$ cat src/rtl/led_pattern_seq_pkg.sv
// ----------------------------------------------------------------------------
// led_pattern_seq_pkg
//  Shared encodings for the LED pattern sequencer: step modes, bounce
//  direction and the pattern shown after reset or after loading an all-zero
//  seed.
// ----------------------------------------------------------------------------
package led_pattern_seq_pkg;

  typedef enum logic [1:0] {
    MODE_ROTL   = 2'b00,
    MODE_ROTR   = 2'b01,
    MODE_BOUNCE = 2'b10,
    MODE_BLINK  = 2'b11
  } mode_e;

  typedef enum logic {
    DIR_LEFT  = 1'b0,
    DIR_RIGHT = 1'b1
  } dir_e;

  localparam logic [15:0] RESET_PATTERN = 16'h0001;

endpackage : led_pattern_seq_pkg

$ cat src/rtl/led_pattern_seq_btn_sync_edge.sv
// ----------------------------------------------------------------------------
// btn_sync_edge
//  Brings an asynchronous push-button level into the clk domain with a
//  2-flop synchroniser and turns each rising edge into a single-cycle,
//  registered pulse. The pulse is high during the third cycle after the
//  button rises.
// Ports
//  clk      in   system clock
//  rst      in   synchronous, active-high reset
//  btn_i    in   raw (asynchronous) button level
//  pulse_o  out  1-cycle pulse per rising edge of btn_i
// ----------------------------------------------------------------------------
module btn_sync_edge (
  input  logic clk,
  input  logic rst,
  input  logic btn_i,
  output logic pulse_o
);

  logic sync1_q;
  logic sync2_q;
  logic hist_q;
  logic pulse_q;

  // NOTE: flops are written with non-blocking assignments so every register
  // samples the pre-edge value of its neighbour, forming a true shift chain.
  always_ff @(posedge clk) begin
    if (rst) begin
      sync1_q <= 1'b0;
      sync2_q <= 1'b0;
      hist_q  <= 1'b0;
      pulse_q <= 1'b0;
    end else begin
      sync1_q <= btn_i;
      sync2_q <= sync1_q;
      hist_q  <= sync2_q;
      pulse_q <= sync2_q & ~hist_q;
    end
  end

  assign pulse_o = pulse_q;

endmodule : btn_sync_edge

$ cat src/rtl/led_pattern_seq.sv
// ----------------------------------------------------------------------------
// led_pattern_seq
//  Generates the 16-bit LED word for the serial LED driver (hexs[15] is the
//  leftmost LED) and advances it once every STEP_DIV clocks in one of four
//  modes: rotate-left, rotate-right, bounce, blink. A button press loads the
//  switch pattern as a new seed. hexs is registered, so the driver may sample
//  it on any cycle.
// Parameters
//  STEP_DIV  clk cycles per pattern step (>= 2)
//  CNT_W     prescaler width, 2**CNT_W >= STEP_DIV
// Ports
//  clk        in   system clock
//  rst        in   synchronous, active-high reset
//  mode       in   step mode, used only when a step happens
//  pause      in   freezes pattern, direction and prescaler
//  load_btn   in   asynchronous button level; rising edge loads sw
//  sw         in   seed pattern (all-zero seed loads 16'h0001)
//  hexs       out  current LED pattern (registered)
//  step_tick  out  1-cycle strobe, high while hexs shows a freshly stepped value
// ----------------------------------------------------------------------------
module led_pattern_seq
  import led_pattern_seq_pkg::*;
#(
  parameter int STEP_DIV = 25_000_000,
  parameter int CNT_W    = 25
) (
  input  logic        clk,
  input  logic        rst,
  input  logic [1:0]  mode,
  input  logic        pause,
  input  logic        load_btn,
  input  logic [15:0] sw,
  output logic [15:0] hexs,
  output logic        step_tick
);

  localparam logic [CNT_W-1:0] CNT_MAX = CNT_W'(STEP_DIV - 1);

  logic [CNT_W-1:0] cnt_q,  cnt_d;
  logic [15:0]      hexs_q, hexs_d;
  dir_e             dir_q,  dir_d;
  logic             step_tick_q, step_tick_d;
  logic             load_pulse;
  logic             tick;

  btn_sync_edge u_load_btn (
    .clk     (clk),
    .rst     (rst),
    .btn_i   (load_btn),
    .pulse_o (load_pulse)
  );

  // A paused prescaler never reaches its wrap, so pause also suppresses steps.
  assign tick = !pause && (cnt_q == CNT_MAX);

  always_comb begin
    // NOTE: every signal written here gets a default first, so no path can
    // leave one unassigned and infer a latch.
    cnt_d       = cnt_q;
    hexs_d      = hexs_q;
    dir_d       = dir_q;
    step_tick_d = 1'b0;

    if (load_pulse) begin
      // A load wins over a coincident step and restarts the step period.
      hexs_d = (sw == 16'h0000) ? RESET_PATTERN : sw;
      cnt_d  = '0;
      dir_d  = DIR_LEFT;
    end else if (tick) begin
      cnt_d       = '0;
      step_tick_d = 1'b1;
      case (mode_e'(mode))
        MODE_ROTL: hexs_d = {hexs_q[14:0], hexs_q[15]};
        MODE_ROTR: hexs_d = {hexs_q[0], hexs_q[15:1]};
        MODE_BOUNCE: begin
          // An all-zero word has nothing to bounce; it holds with dir intact.
          if (hexs_q != 16'h0000) begin
            if (dir_q == DIR_LEFT) begin
              if (hexs_q[15]) begin
                dir_d  = DIR_RIGHT;
                hexs_d = hexs_q >> 1;
              end else begin
                hexs_d = hexs_q << 1;
              end
            end else begin
              if (hexs_q[0]) begin
                dir_d  = DIR_LEFT;
                hexs_d = hexs_q << 1;
              end else begin
                hexs_d = hexs_q >> 1;
              end
            end
          end
        end
        MODE_BLINK: hexs_d = ~hexs_q;
        default: hexs_d = hexs_q;
      endcase
    end else if (!pause) begin
      cnt_d = cnt_q + CNT_W'(1);
    end
  end

  always_ff @(posedge clk) begin
    if (rst) begin
      cnt_q       <= '0;
      hexs_q      <= RESET_PATTERN;
      dir_q       <= DIR_LEFT;
      step_tick_q <= 1'b0;
    end else begin
      cnt_q       <= cnt_d;
      hexs_q      <= hexs_d;
      dir_q       <= dir_d;
      step_tick_q <= step_tick_d;
    end
  end

  assign hexs      = hexs_q;
  assign step_tick = step_tick_q;

endmodule : led_pattern_seq

$ cat config.mk
export PLATFORM = sky130hd
export DESIGN_NAME = led_pattern_seq
export DESIGN_NICKNAME = d
export VERILOG_FILES = /design/src/rtl/led_pattern_seq_pkg.sv /design/src/rtl/led_pattern_seq_btn_sync_edge.sv /design/src/rtl/led_pattern_seq.sv
export SDC_FILE = /design/constraint.sdc
export NUM_CORES = 1
export LEC_CHECK = 0
export CAP_MARGIN = 10
export CORE_MARGIN = 2
export CORE_UTILIZATION = 59
export DETAILED_ROUTE_END_ITERATION = 7
export PLACE_DENSITY = 0.9
export SLEW_MARGIN = 20
export SYNTH_ARGS = -nofsm -noshare
export SYNTH_HDL_FRONTEND = slang
export SYNTH_SLANG_ARGS = --single-unit
export TNS_END_PERCENT = 1
$ cat constraint.sdc
create_clock -name clk -period 2.8 [get_ports clk]
set_input_delay 0.56 -clock clk [delete_from_list [all_inputs] [get_ports clk]]
set_output_delay 0.56 -clock clk [all_outputs]
set_load 0.02 [all_outputs]
==> impl_metrics.env <==
export IMPL_start_kind="input port"
export IMPL_die_area_um2=5150
export IMPL_utilization=0.726
export IMPL_drcViolationCount=0
export IMPL_r2r_slack_ps=740
export IMPL_status="finished, final reports clean"
export IMPL_peakVddDrop_uv=347
export IMPL_rows=24
export IMPL_cts_root_buf="clkbuf_8"
export IMPL_area_growth_pct=17.5
export IMPL_netlist_instances=310
export IMPL_vias_per_cell=6.27
export IMPL_holdWs_ps=388
export IMPL_ctsHoldBuffers=0
export IMPL_placedCellCount=386
export IMPL_numCtsBuffers=5
export IMPL_netlist_area_leader_share=0.347
export IMPL_syn_area_per_cell_um2=8.74
export IMPL_fin_nets=364
export IMPL_final_cell_area_um2=3180
export IMPL_relSlewSlack=0.364
export IMPL_finalClockSkew_ps=5.94
export IMPL_globalRoute_totalOverflow=0
export IMPL_grt_setup_unrepaired="no"
export IMPL_p_leak_nw=1.08
export IMPL_antenna_cells=0
export IMPL_synth_cell_type_count=58
export IMPL_power_density_nw_per_um2=394
export IMPL_num_vias=2470
export IMPL_async_flop_share=0
export IMPL_dpl_cell_area_um2=3100
export IMPL_rr_worst_depth=6
export IMPL_cts_tree="built"
export IMPL_seq_area_frac_synth=0.347
export IMPL_drt_iter0_markers=268
export IMPL_grt_pass1_vias=2225
export IMPL_synth_commonest_cells="dfxtp_1, nor2_1, nand2_1, nand3_1"
export IMPL_yosysMostFrequentCell="dfxtp_1"
export IMPL_antenna_found_initial=0
export IMPL_dp_hpwl_um=4230
export IMPL_fin_setup_tns_ps=0
export IMPL_dr_pass1_iters=4
export IMPL_synth_ff_type="dfxtp_1"
export IMPL_wl_per_cell_um=15.6
export IMPL_cts_sinks=47
export IMPL_synth_edf_count=0
export IMPL_track_usage=0.250
export IMPL_netlist_area_um2=2710
export IMPL_cap_viol_max_count=0
export IMPL_worstPathMaxFanout=32
export IMPL_required_ps=2950
export IMPL_initial_core_util=0.618
export IMPL_fill_cells=333
export IMPL_die_h_um=71.8
export IMPL_synth_seq_cells=47
export IMPL_clock_fmax_ghz=0.448
export IMPL_cts_setup_buffers=0
export IMPL_hold_viol=0
export IMPL_io_buffers=38
export IMPL_reg2reg_to="hexs[2]$_SDFFE_PP0P_"
export IMPL_hold_depth=1
export IMPL_tightest_slew_ps=954
export IMPL_path_class="input port to flop"
export IMPL_place_congestion=0.826
export IMPL_die_x_um=71.8
export IMPL_netlist_top_cells_area="dfxtp_1, or4b_1, xor2_1, nor2_1, a221o_1"
export IMPL_clkSlewWorstSetupHoldPaths_ps=90
export IMPL_post_cts_resized=0
export IMPL_hp_start="u_load_btn.hist_q$_SDFF_PP0_"
export IMPL_final_period_utilization=0.797
export IMPL_final_layout_size_suffix_gt1_frac=0.0906
export IMPL_fin_cells=394
export IMPL_routed_wirelength_um=6160
export IMPL_clock_latency_ps=310
export IMPL_grt_max_degree=36
export IMPL_synth_nets=333
export IMPL_yosysTopAreaCell="dfxtp_1"
export IMPL_yosys_warnings=0
export IMPL_min_period_ps=2230
export IMPL_cts_buffer_depth=2
export IMPL_io_pin_count=39
export IMPL_hold_class="flop to flop"
export IMPL_cp_end_kind="flop"
export IMPL_ant_nets=0
export IMPL_r2r_start="hexs[5]$_SDFFE_PP0P_"
export IMPL_h_tree_depth=2
export IMPL_final_setup_viol_count=0
export IMPL_worstPathArrival_ps=2380
export IMPL_core_area_um2=4380
export IMPL_hold_end="u_load_btn.pulse_o$_SDFF_PP0_"
export IMPL_cp_startpoint="pause"
export IMPL_drv_slew=0
export IMPL_grt_pass1_wl_um=10400
[kinds of logic after synthesis]
logic type / after synthesis / synth area share
muxes: 4 / 0.0152
xor gates and xnor gates: 23 / 0.0744
adders and majority gates: 1 / 0.00462
and+or+nand+nor: 149 / 0.328
AOI/OAI and AO/OA: 59 / 0.182
buffers and inverters: 27 / 0.0485
DFF: 47 / 0.347
[worst max path at each step]
stage	endpoint	slack, ps	cells past startpoint
floorplan	hexs[5]$_SDFFE_PP0P_	990	7
global placement	hexs[15]$_SDFFE_PP0P_	320	7
detailed placement	hexs[15]$_SDFFE_PP0P_	260	7
CTS	hexs[15]$_SDFFE_PP0P_	560	7
global route	hexs[15]$_SDFFE_PP0P_	400	7
finish	hexs[15]$_SDFFE_PP0P_	570	7
[flip-flops by register name (all words and copies together) (netlist names)]
name	count
u_load_btn.pulse_o	1
step_tick	1
cnt_q	25
u_load_btn.sync1_q	1
u_load_btn.hist_q	1
u_load_btn.sync2_q	1
hexs	16
dir_q	1
[worst max-delay path, stage by stage]
cell             delay [ps]
clkdlybuf4s50_1         510
and3b_1                 350
nand4_2                 170
a211oi_2                170
buf_4                   320
nor3b_2                 240
a2111oi_2                60
[where the power goes]
| part | leakage, nW | total [mW] | internal [mW] | switching (mW) |
|---|---|---|---|---|
| combinational | 0.663 | 0.149 | 0.0750 | 0.0743 |
| clock | 0.0412 | 0.409 | 0.175 | 0.234 |
| sequential | 0.380 | 0.695 | 0.678 | 0.0165 |
| total | 1.08 | 1.25 | 0.928 | 0.325 |
[layout by cell type (no fill, tap or decap), types with 9 or more instances in the layout]
cell,instances
a221o_1,11
o21bai_1,11
or4b_1,14
nor4_1,10
o211ai_1,12
xor2_1,14
nor2_1,32
nand2_1,26
nand3_1,20
xnor2_1,9
clkdlybuf4s50_1,38
dfxtp_1,47
[metal layers]
| metal | up-vias | routed length [µm] | GRT usage |
|---|---|---|---|
| met5 | - | 0 | 0 |
| met2 | 74 | 2880 | 0.377 |
| met4 | 0 | 74 | 0.0839 |
| met1 | 1164 | 2840 | 0.364 |
| met3 | 8 | 359 | 0.0380 |
| li1 | 1224 | - | - |
[stage by stage]
step | setup WS [ps] | total power, mW
final | 570 | 1.25
after global routing | 400 | 1.29
after CTS | 563 | 1.26
after detailed placement | 257 | 0.857
after global placement | 325 | 0.853
after floorplan | 994 | 0.791
[cell type report]
| class | instances | area (µm²) | area share |
|---|---|---|---|
| Clock buffer | 6 | 72.6 | 0.0228 |
| Clock inverter | 2 | 12.5 | 0.00393 |
| Timing Repair Buffer | 45 | 433 | 0.136 |
| Tap cell | 52 | 65.1 | 0.0204 |
| Multi-Input combinational cell | 236 | 1640 | 0.514 |
| Sequential cell | 47 | 941 | 0.296 |
| Inverter | 6 | 22.5 | 0.00708 |
(Power assumes the default switching activity.)
